File: config.mk
export PLATFORM = sky130hd
export DESIGN_NAME = max_pool_engine_flat
export DESIGN_NICKNAME = d
export VERILOG_FILES = /design/src/rtl/max_pool_engine_if.sv /design/src/rtl/max_pool_engine.sv /design/src/flat_wrapper.sv
export SDC_FILE = /design/constraint.sdc
export NUM_CORES = 1
export LEC_CHECK = 0
export CORE_MARGIN = 2
export CORE_UTILIZATION = 45
export CTS_BUF_LIST = sky130_fd_sc_hd__clkbuf_16
export DETAILED_ROUTE_END_ITERATION = 10
export PLACE_DENSITY = 0.69
export SYNTH_ARGS = -nofsm -noshare
export SYNTH_HDL_FRONTEND = slang
export SYNTH_SLANG_ARGS = --single-unit
File: constraint.sdc
create_clock -name clk -period 5.9 [get_ports clk]
set_input_delay 0.885 -clock clk [delete_from_list [all_inputs] [get_ports clk]]
set_output_delay 0.885 -clock clk [all_outputs]
set_load 0.05 [all_outputs]
File: src/rtl/max_pool_engine_if.sv
// Temp-RAM port bundle shared by the max-pool engine (master) and the feature-map RAM (slave).
interface max_pool_engine_if;
    logic [15:0] ram_addr_r_MP;
    logic        ram_en_r_MP;
    logic [7:0]  ram_data_r;
    logic [15:0] ram_addr_w_MP;
    logic [7:0]  ram_data_w_MP;
    logic        ram_en_MP;
    logic        ram_wea_MP;

    modport master (
        output ram_addr_r_MP, ram_en_r_MP, ram_addr_w_MP, ram_data_w_MP, ram_en_MP, ram_wea_MP,
        input  ram_data_r
    );

    modport slave (
        input  ram_addr_r_MP, ram_en_r_MP, ram_addr_w_MP, ram_data_w_MP, ram_en_MP, ram_wea_MP,
        output ram_data_r
    );
endinterface

File: src/rtl/max_pool_engine.sv
// 2x2 stride-2 unsigned max pooling, in place on a channel-major temp RAM.
// One window per 6 cycles: 4 reads, a drain cycle for the last read, one write.
module max_pool_engine #(
    parameter int MP1_H = 48,
    parameter int MP1_W = 48,
    parameter int MP1_C = 8,
    parameter int MP2_H = 20,
    parameter int MP2_W = 20,
    parameter int MP2_C = 16
) (
    input  logic              clk,
    input  logic              rst_n,
    input  logic              start_MP1,
    input  logic              start_MP2,
    output logic              end_MP1,
    output logic              end_MP2,
    max_pool_engine_if.master ram
);
    typedef enum logic [2:0] {
        IDLE    = 3'd0,
        READ    = 3'd1,
        LAST    = 3'd2,
        WRITE   = 3'd3,
        DONE    = 3'd4,
        WAITLOW = 3'd5
    } state_t;

    localparam logic [15:0] MP1_W_C  = 16'(MP1_W);
    localparam logic [15:0] MP1_QMAX = 16'(MP1_W / 2 - 1);
    localparam logic [15:0] MP1_RMAX = 16'(MP1_H / 2 - 1);
    localparam logic [15:0] MP1_CMAX = 16'(MP1_C - 1);
    localparam logic [15:0] MP2_W_C  = 16'(MP2_W);
    localparam logic [15:0] MP2_QMAX = 16'(MP2_W / 2 - 1);
    localparam logic [15:0] MP2_RMAX = 16'(MP2_H / 2 - 1);
    localparam logic [15:0] MP2_CMAX = 16'(MP2_C - 1);

    function automatic logic [7:0] max_u8(input logic [7:0] a, input logic [7:0] b);
        logic [7:0] m;
        if (a >= b) m = a;
        else        m = b;
        return m;
    endfunction

    state_t      state_r, state_nxt_s;
    logic        layer_r, layer_nxt_s;          // 0 = MP1, 1 = MP2
    logic [1:0]  k_r, k_nxt_s;
    logic [15:0] q_r, q_nxt_s, row_r, row_nxt_s, ch_r, ch_nxt_s;
    logic [15:0] base_r, base_nxt_s;            // read address of the window's top-left pixel
    logic [15:0] waddr_r, waddr_nxt_s;
    logic [7:0]  max_r, max_nxt_s;
    logic        start_sel_s, last_win_s;
    logic [15:0] w_s, qmax_s, rmax_s, cmax_s, w_nxt_s, rd_off_s;
    logic        rd_en_nxt_s, wr_en_nxt_s, end1_nxt_s, end2_nxt_s;
    logic [15:0] rd_addr_nxt_s, wr_addr_nxt_s;
    logic [7:0]  wr_data_nxt_s;

    assign start_sel_s = layer_r ? start_MP2 : start_MP1;
    assign last_win_s  = (q_r == qmax_s) && (row_r == rmax_s) && (ch_r == cmax_s);

    // Geometry of the latched layer
    always_comb begin
        if (layer_r) begin
            w_s = MP2_W_C; qmax_s = MP2_QMAX; rmax_s = MP2_RMAX; cmax_s = MP2_CMAX;
        end else begin
            w_s = MP1_W_C; qmax_s = MP1_QMAX; rmax_s = MP1_RMAX; cmax_s = MP1_CMAX;
        end
    end

    // Next-state, counter and running-max logic
    always_comb begin
        state_nxt_s = state_r;
        layer_nxt_s = layer_r;
        k_nxt_s     = k_r;
        q_nxt_s     = q_r;
        row_nxt_s   = row_r;
        ch_nxt_s    = ch_r;
        base_nxt_s  = base_r;
        waddr_nxt_s = waddr_r;
        max_nxt_s   = max_r;
        case (state_r)
            IDLE: begin
                if (start_MP1 || start_MP2) begin
                    state_nxt_s = READ;
                    layer_nxt_s = !start_MP1;
                    k_nxt_s     = 2'd0;
                    q_nxt_s     = 16'd0;
                    row_nxt_s   = 16'd0;
                    ch_nxt_s    = 16'd0;
                    base_nxt_s  = 16'd0;
                    waddr_nxt_s = 16'd0;
                    max_nxt_s   = 8'd0;
                end else begin
                    state_nxt_s = IDLE;
                end
            end
            READ: begin
                // data for read k-1 arrives during cycle k
                if (k_r == 2'd1)      max_nxt_s = ram.ram_data_r;
                else if (k_r != 2'd0) max_nxt_s = max_u8(max_r, ram.ram_data_r);
                else                  max_nxt_s = max_r;
                if (!start_sel_s)       state_nxt_s = IDLE;
                else if (k_r == 2'd3)   state_nxt_s = LAST;
                else begin
                    state_nxt_s = READ;
                    k_nxt_s     = k_r + 2'd1;
                end
            end
            LAST: begin
                max_nxt_s = max_u8(max_r, ram.ram_data_r);
                if (!start_sel_s) state_nxt_s = IDLE;
                else              state_nxt_s = WRITE;
            end
            WRITE: begin
                if (!start_sel_s)    state_nxt_s = IDLE;
                else if (last_win_s) state_nxt_s = DONE;
                else begin
                    state_nxt_s = READ;
                    k_nxt_s     = 2'd0;
                    waddr_nxt_s = waddr_r + 16'd1;
                    // stepping past a row end (or channel end) skips the odd input row
                    if (q_r == qmax_s) begin
                        q_nxt_s    = 16'd0;
                        base_nxt_s = base_r + w_s + 16'd2;
                        if (row_r == rmax_s) begin
                            row_nxt_s = 16'd0;
                            ch_nxt_s  = ch_r + 16'd1;
                        end else begin
                            row_nxt_s = row_r + 16'd1;
                        end
                    end else begin
                        q_nxt_s    = q_r + 16'd1;
                        base_nxt_s = base_r + 16'd2;
                    end
                end
            end
            DONE:    state_nxt_s = WAITLOW;
            WAITLOW: begin
                if (!start_MP1 && !start_MP2) state_nxt_s = IDLE;
                else                          state_nxt_s = WAITLOW;
            end
            default: state_nxt_s = IDLE;
        endcase
    end

    // Output values for the coming cycle, decoded from the next state
    always_comb begin
        if (layer_nxt_s) w_nxt_s = MP2_W_C;
        else             w_nxt_s = MP1_W_C;
        case (k_nxt_s)
            2'd0:    rd_off_s = 16'd0;
            2'd1:    rd_off_s = 16'd1;
            2'd2:    rd_off_s = w_nxt_s;
            2'd3:    rd_off_s = w_nxt_s + 16'd1;
            default: rd_off_s = 16'd0;
        endcase
        if (state_nxt_s == READ) begin
            rd_en_nxt_s   = 1'b1;
            rd_addr_nxt_s = base_nxt_s + rd_off_s;
        end else begin
            rd_en_nxt_s   = 1'b0;
            rd_addr_nxt_s = 16'd0;
        end
        if (state_nxt_s == WRITE) begin
            wr_en_nxt_s   = 1'b1;
            wr_addr_nxt_s = waddr_nxt_s;
            wr_data_nxt_s = max_nxt_s;
        end else begin
            wr_en_nxt_s   = 1'b0;
            wr_addr_nxt_s = 16'd0;
            wr_data_nxt_s = 8'd0;
        end
        if (state_nxt_s == DONE) begin
            end1_nxt_s = !layer_nxt_s;
            end2_nxt_s = layer_nxt_s;
        end else begin
            end1_nxt_s = 1'b0;
            end2_nxt_s = 1'b0;
        end
    end

    // State, counters and registered outputs
    always_ff @(posedge clk or negedge rst_n) begin
        if (!rst_n) begin
            state_r           <= IDLE;
            layer_r           <= 1'b0;
            k_r               <= 2'd0;
            q_r               <= 16'd0;
            row_r             <= 16'd0;
            ch_r              <= 16'd0;
            base_r            <= 16'd0;
            waddr_r           <= 16'd0;
            max_r             <= 8'd0;
            ram.ram_en_r_MP   <= 1'b0;
            ram.ram_addr_r_MP <= 16'd0;
            ram.ram_en_MP     <= 1'b0;
            ram.ram_wea_MP    <= 1'b0;
            ram.ram_addr_w_MP <= 16'd0;
            ram.ram_data_w_MP <= 8'd0;
            end_MP1           <= 1'b0;
            end_MP2           <= 1'b0;
        end else begin
            state_r           <= state_nxt_s;
            layer_r           <= layer_nxt_s;
            k_r               <= k_nxt_s;
            q_r               <= q_nxt_s;
            row_r             <= row_nxt_s;
            ch_r              <= ch_nxt_s;
            base_r            <= base_nxt_s;
            waddr_r           <= waddr_nxt_s;
            max_r             <= max_nxt_s;
            ram.ram_en_r_MP   <= rd_en_nxt_s;
            ram.ram_addr_r_MP <= rd_addr_nxt_s;
            ram.ram_en_MP     <= wr_en_nxt_s;
            ram.ram_wea_MP    <= wr_en_nxt_s;
            ram.ram_addr_w_MP <= wr_addr_nxt_s;
            ram.ram_data_w_MP <= wr_data_nxt_s;
            end_MP1           <= end1_nxt_s;
            end_MP2           <= end2_nxt_s;
        end
    end
endmodule

File: src/flat_wrapper.sv
// flat-port wrapper written by rule: the top's interface ports become plain ports
module max_pool_engine_flat 
#(
    parameter int MP1_H = 48,
    parameter int MP1_W = 48,
    parameter int MP1_C = 8,
    parameter int MP2_H = 20,
    parameter int MP2_W = 20,
    parameter int MP2_C = 16
)
  (clk, rst_n, start_MP1, start_MP2, end_MP1, end_MP2, ram_ram_addr_r_MP, ram_ram_en_r_MP, ram_ram_addr_w_MP, ram_ram_data_w_MP, ram_ram_en_MP, ram_ram_wea_MP, ram_ram_data_r);
  max_pool_engine_if ram_i ();
  input  logic clk;
  input  logic rst_n;
  input  logic start_MP1;
  input  logic start_MP2;
  output logic end_MP1;
  output logic end_MP2;
  output wire logic [$bits(ram_i.ram_addr_r_MP)-1:0] ram_ram_addr_r_MP;
  output wire logic [$bits(ram_i.ram_en_r_MP)-1:0] ram_ram_en_r_MP;
  output wire logic [$bits(ram_i.ram_addr_w_MP)-1:0] ram_ram_addr_w_MP;
  output wire logic [$bits(ram_i.ram_data_w_MP)-1:0] ram_ram_data_w_MP;
  output wire logic [$bits(ram_i.ram_en_MP)-1:0] ram_ram_en_MP;
  output wire logic [$bits(ram_i.ram_wea_MP)-1:0] ram_ram_wea_MP;
  input wire logic [$bits(ram_i.ram_data_r)-1:0] ram_ram_data_r;
  assign ram_ram_addr_r_MP = ram_i.ram_addr_r_MP;
  assign ram_ram_en_r_MP = ram_i.ram_en_r_MP;
  assign ram_ram_addr_w_MP = ram_i.ram_addr_w_MP;
  assign ram_ram_data_w_MP = ram_i.ram_data_w_MP;
  assign ram_ram_en_MP = ram_i.ram_en_MP;
  assign ram_ram_wea_MP = ram_i.ram_wea_MP;
  assign ram_i.ram_data_r = ram_ram_data_r;
  max_pool_engine #(.MP1_H(MP1_H), .MP1_W(MP1_W), .MP1_C(MP1_C), .MP2_H(MP2_H), .MP2_W(MP2_W), .MP2_C(MP2_C)) u_core (.clk(clk), .rst_n(rst_n), .start_MP1(start_MP1), .start_MP2(start_MP2), .end_MP1(end_MP1), .end_MP2(end_MP2), .ram(ram_i));
endmodule
Word-level counts from Yosys, hierarchy flattened
Cells that the tools add are included.
- magnitude comparators: 1
- equality and inequality tests: 21
- muxes and demuxes: 58
- add/sub/neg operators: 10
- reductions and logical operators: 14
- operators by type and width (operator ; count):
    2-to-1 mux 16 bit ; 21
    one-hot mux 16 bit (2 select lines) ; 5
    adder 16 x 1 -> 16 bit, second input constant ; 4
    one-hot mux 16 bit (4 select lines) ; 1
    2-to-1 mux 8 bit ; 5
    adder 16 x 2 -> 16 bit, second input constant ; 2
    equality test 16 x 5 -> 1 bit ; 2
    one-hot mux 8 bit (3 select lines) ; 1
    one-hot mux 3 bit (6 select lines) ; 1
    adder 16 bit ; 1
    adder 16 x 6 -> 16 bit ; 1
    equality test 16 x 4 -> 1 bit ; 1
    2-to-1 mux 2 bit ; 7
    2-to-1 mux 3 bit ; 4
    2-to-1 mux 6 bit ; 2
    equality test 3 x 2 -> 1 bit, second input constant ; 3
    equality test 3 bit, second input constant ; 3
    >= comparator 8 bit ; 1
    2-to-1 mux 1 bit ; 8
    inequality test 2 x 1 -> 1 bit, second input constant ; 4
    adder 6 x 1 -> 7 bit, second input constant ; 1
    equality test 2 bit, second input constant ; 3
    equality test 3 x 1 -> 1 bit, second input constant ; 2
    one-hot mux 2 bit (3 select lines) ; 1
    other kinds (14) ; 20
- input bits: 12
- register bits after elaboration: 138

Logic depth before layout (Yosys ltp)
- depth in word-level cells: 11
- mapped depth: 21
- gate-level depth less buffers: 19

Worst setup path after synthesis
OpenSTA, ideal clock, no wires.
- kind: reg2reg
- start: reg u_core.layer_r
- end: reg u_core.ram.ram_addr_r_MP[13]
- arrival: 3.902 ns
- slack: 1.911 ns
- path buffers: 3
- cell stages (with the launch flop): 21
- data required time: 5.813 ns
- period minus slack after synthesis: 3.989 ns
- cell sequence: dfrtp_1 -> buf_6 -> and4bb_1 -> mux2i_4 -> nor2_1 -> buf_4 -> a21oi_1 -> nor2_1 -> o21a_1 -> nor2_1 -> o41ai_1 -> and2_1 -> ha_1 -> and3_1 -> a22oi_1 -> a41o_1 -> a21oi_1 -> and3_1 -> buf_2 -> and4_1 -> nor3_1
- word-level cells in the longest chain between the ends: 11
- ends and longest elaborated chain (what ; RTL line ; RTL):
    start: declaration ; max_pool_engine.sv:45 ; logic layer_r, layer_nxt_s;
    start signal: assignment ; max_pool_engine.sv:203 ; layer_r <= layer_nxt_s;
    parallel branches: the longest is 10 deep, another holds adder 16 x 6 -> 16 bit ; - ;
    2-to-1 mux 16 bit * ; max_pool_engine.sv:156 ; if (state_nxt_s == READ) begin
    named net u_core.rd_addr_nxt_s[13] ; max_pool_engine.sv:54 ; logic [15:0] rd_addr_nxt_s, wr_addr_nxt_s;
    end signal: assignment ; max_pool_engine.sv:212 ; ram.ram_addr_r_MP <= rd_addr_nxt_s;
    end: declaration ; max_pool_engine_if.sv:12 ; output ram_addr_r_MP, ram_en_r_MP, ram_addr_w_MP, ram_data_w_MP, ram_en_MP, ram_wea_MP,
Mark *: on every way through the listed nets, which the timed path passes. The select of a mux whose other input is x is not followed.
A chain may end at the register's enable or synchronous reset.

Final worst setup path
- start: reg u_core.ch_r[0]
- end: reg u_core.ram.ram_addr_r_MP[11]
- word-level cells in the longest chain between the ends: 9
- ends and longest elaborated chain (what ; RTL line ; RTL):
    start: declaration ; max_pool_engine.sv:47 ; logic [15:0] q_r, q_nxt_s, row_r, row_nxt_s, ch_r, ch_nxt_s;
    start signal: assignment ; max_pool_engine.sv:207 ; ch_r <= ch_nxt_s;
    equality test 16 x 4 -> 1 bit * ; max_pool_engine.sv:58 ; assign last_win_s = (q_r == qmax_s) && (row_r == rmax_s) && (ch_r == cmax_s);
    logical AND 1 bit * ; max_pool_engine.sv:58 ;
    2-to-1 mux 2 bit ; max_pool_engine.sv:115 ; else if (last_win_s) state_nxt_s = DONE;
    2-to-1 mux 2 bit ; max_pool_engine.sv:114 ; if (!start_sel_s) state_nxt_s = IDLE;
    one-hot mux 2 bit (3 select lines) ; max_pool_engine.sv:80 ; case (state_r)
    equality test 2 bit (tied with other cells) ; max_pool_engine.sv:149 ; case (k_nxt_s)
    one-hot mux 16 bit (4 select lines) ; max_pool_engine.sv:149 ;
    adder 16 bit ; max_pool_engine.sv:158 ; rd_addr_nxt_s = base_nxt_s + rd_off_s;
    2-to-1 mux 16 bit * ; max_pool_engine.sv:156 ;
    named net u_core.rd_addr_nxt_s[11] ; max_pool_engine.sv:54 ;
The timed path passes the listed nets; every way through them passes the cells marked *. The select of a mux whose other input is x is not followed.

==> run_results.csv <==
group,metric,value,unit
worst_setup_path,r2r_cells,19,
global_route,grt.total_usage,20.32,%
status,outcome,"finished clean",
power,power.density,316.0,nW/um2
power,p_leak,3.925,nW
yosys,synthDistinctLibCells,76,
yosys,avgSynthCellArea,9.511,um2
place,hpwl,11600,um
routing,post_drt_wl_per_cell,15.88,um
die,io_pins,57,
finish,diodes,0,
routing,route.detailed.drc,0,
yosys,yosys-top-cells-area,"dfrtp_1 (46%), nor2_1 (4.0%), o21ai_0 (3.6%), ha_1 (3.5%), xor2_1 (3.5%)",
clock_network,clock_sinks,138,
sta,worst_slew_pin_slew,0.9678,ns
clock_network,cts-root-buf,"clkbuf_16",
yosys,ys_ff_latch,138,
routing,drt_wl_total,17130,um
clock_network,cts_hold_buffers,0,
sta,slew_violations,0,
power,peakVddDrop,0.0001842,V
sta,hold_slack,0.4906,ns
routing,drt_iter0_markers,366,
finish,final_area,8881,um2
yosys,yosys_warnings,0,
clock_network,cts.htree.levels,4,
worst_setup_path,worstSetupStartpoint,"u_core.ch_r[0]",
yosys,netlist_instances,796,
finish,layout_common_cells,"dfrtp_1 (138), nor2_1 (81), nand2_1 (61), clkdlybuf4s50_1 (55), o21ai_0 (54)",
clock_network,clock_path_buffers,2,
global_route,grt_first_pass_wirelength,29010,um
die,core_area,16520,um2
sta,fmax,211.0,MHz
routing,first_pass_iters,4,
clock_network,tritoncts,"yes",
worst_setup_path,cp_max_fo,11,
finish,drive_gt1_share,7.916,%
yosys,ys_seq_area_share,45.61,%
sta,setup_tns,0,ns
worst_setup_path,worstReg2RegEnd,"u_core.ram.ram_addr_r_MP[11]",
yosys,synth_enable_flop_cells,0,
routing,via_per_inst,5.621,
die,die_area,17880,um2
yosys,synth_ff_type,"dfrtp_1",
global_route,grt_pass1_vias,5797,
sta,relSlewSlack,35.04,%
clock_network,numCtsBuffers,17,
global_route,antenna_found_initial,0,
routing,dr_total_vias,6065,
place,routabilityCongestion,0.8565,
finish,fin_util,53.74,%
clock_network,clkTransAtPathRegs,0.06,ns
sta,setup_viol,0,
finish,fin_cells,1079,
yosys,syn-num-nets,830,
clock_network,ctsResizeCount,0,
global_route,overflow,0,
yosys,async_flop_share,100.0,%
die,die_y,133.7,um
sta,fin_worst_skew,0.007196,ns
finish,layout_commonest_cell,"dfrtp_1",
flow_run,drv_cap,0,
worst_setup_path,cp.arrival,5.07,ns
place,postPlaceCellArea,8319,um2
sta,hold_violations,0,
worst_setup_path,rr_startpoint,"u_core.ch_r[0]",
worst_setup_path,critPathCaptureType,"register",
sta,layout_min_cycle_time,4.739,ns
hold_path,hp-class,"register to register",
yosys,synth_area,7571,um2
place,preCtsSetupSlack,0.8864,ns
yosys,synth_top_area_share,45.61,%
die,die_w,133.7,um
sta,rsz0062_at_grt,"false",
worst_setup_path,start_kind,"register",
place,io_buffers,56,
finish,area_delta_synth_final,17.30,%
worst_setup_path,r2r_slack,1.16,ns
sta,finalWorstSetupSlack,1.161,ns
clock_network,postCtsSetupBuffers,0,
power,fin_total_pwr,2.807,mW
worst_setup_path,crit_path_end,"u_core.ram.ram_addr_r_MP[11]",
worst_setup_path,cp_data_required_time,6.23,ns
place,placed_cells,1047,
sta,period_share,80.32,%
clock_network,clkLatencyLatePin,0.43,ns
routing,postRouteAntennaNets,0,
die,row_count,47,
worst_setup_path,crit_type,"register to register",
yosys,yosys.area.top_type,"dfrtp_1",
global_route,grt_max_degree,94,
finish,nets,880,
die,initial_core_util,45.82,%
==> layout make-up <==
type | count | area [um2]
timing repair buffer | 66 | 636.9
clock buffer | 17 | 425.4
clock inverter | 15 | 136.4
tap | 220 | 275.3
fill | 1501 | 7644
multi-input combinational | 597 | 3856
sequential | 138 | 3453
inverter | 26 | 97.59
==> cells by family after synthesis <==
logic type,synth area share (%)
compound gates,14.92
mux,3.685
buf+inv,3.586
simple gates,23.14
xor+xnor,5.321
flops,45.61
fa+ha+maj,3.735
==> layer usage <==
metal,vias up,part of all wire (%),track usage [%]
li1,2964,-,-
met1,2916,48,28.88
met2,158,45,30.77
met3,27,4.6,4.072
met4,0,2.1,7.801
met5,-,0,0
==> worst min-delay path by stage <==
| stage | startpoint | to | slack, ns | depth (start not counted) |
|---|---|---|---|---|
| 5_1_grt | u_core.base_r[0] | u_core.base_r[0] | 0.51 | 1 |
| 3_3_place_gp | u_core.base_r[0] | u_core.base_r[0] | 0.48 | 1 |
| 6_report | u_core.base_r[0] | u_core.base_r[0] | 0.49 | 1 |
| 4_1_cts | u_core.base_r[0] | u_core.base_r[0] | 0.49 | 1 |
| 2_1_floorplan | u_core.waddr_r[10] | u_core.waddr_r[10] | 0.46 | 1 |
| 3_5_place_dp | u_core.base_r[0] | u_core.base_r[0] | 0.47 | 1 |
==> registers in the layout (all words and copies together) (netlist names) <==
| signal | flops |
|---|---|
| u_core.base_r | 16 |
| u_core.ch_r | 16 |
| u_core.q_r | 16 |
| u_core.ram.ram_addr_r_MP | 16 |
| u_core.ram.ram_addr_w_MP | 16 |
| u_core.row_r | 16 |
| u_core.waddr_r | 16 |
| u_core.max_r | 8 |
| u_core.ram.ram_data_w_MP | 8 |
| u_core.state_r | 3 |
| u_core.k_r | 2 |
| u_core.end_MP1 | 1 |
| u_core.end_MP2 | 1 |
| u_core.layer_r | 1 |
| u_core.ram.ram_en_MP | 1 |
| u_core.ram.ram_en_r_MP | 1 |
==> worst max-delay path, cell delays in order (launching register included) <==
cell     delay (ns)
dfrtp_1        0.38
ha_1           0.23
nor4b_1        0.38
and3b_1        0.27
and4_4         0.38
a21oi_1        0.16
nor2_1         0.20
o21a_1         0.13
nor2_1         0.04
o41ai_1        0.46
and2_1         0.21
ha_1           0.19
nand2_1        0.07
nor3_1         0.21
a22oi_1        0.15
a41o_1         0.24
a21oi_1        0.27
nand3_1        0.13
or3_1          0.33
a21oi_1        0.19
==> report_power, final <==
part	leakage, nW	switching [mW]	internal (mW)
sequential	1.91	0.0781	1.00
combinational	1.74	0.456	0.256
clock	0.271	0.405	0.612
total	3.93	0.939	1.87
==> synth_stat cells, types with 3 or more instances <==
cell / count
o31ai_1: 4
o21ai_1: 4
nor2_1: 81
o21a_1: 3
ha_1: 21
dfrtp_1: 138
a21o_1: 9
a21oi_1: 42
nor3_2: 4
mux2i_1: 18
and4_1: 3
buf_4: 3
a21boi_0: 7
o211ai_1: 3
mux2_2: 3
o21ai_0: 54
or4_1: 4
and2_1: 25
clkbuf_1: 23
nand3_1: 36
xnor2_1: 16
or3_1: 13
o41ai_1: 3
nor3_1: 14
nor4_1: 7
and3_1: 22
nand4_1: 23
a22oi_1: 8
inv_1: 26
nor4b_1: 6
a31oi_1: 11
xor2_1: 30
nand2_1: 61
nor2b_1: 10
No activity file was read; power rests on OpenSTA's default activity.
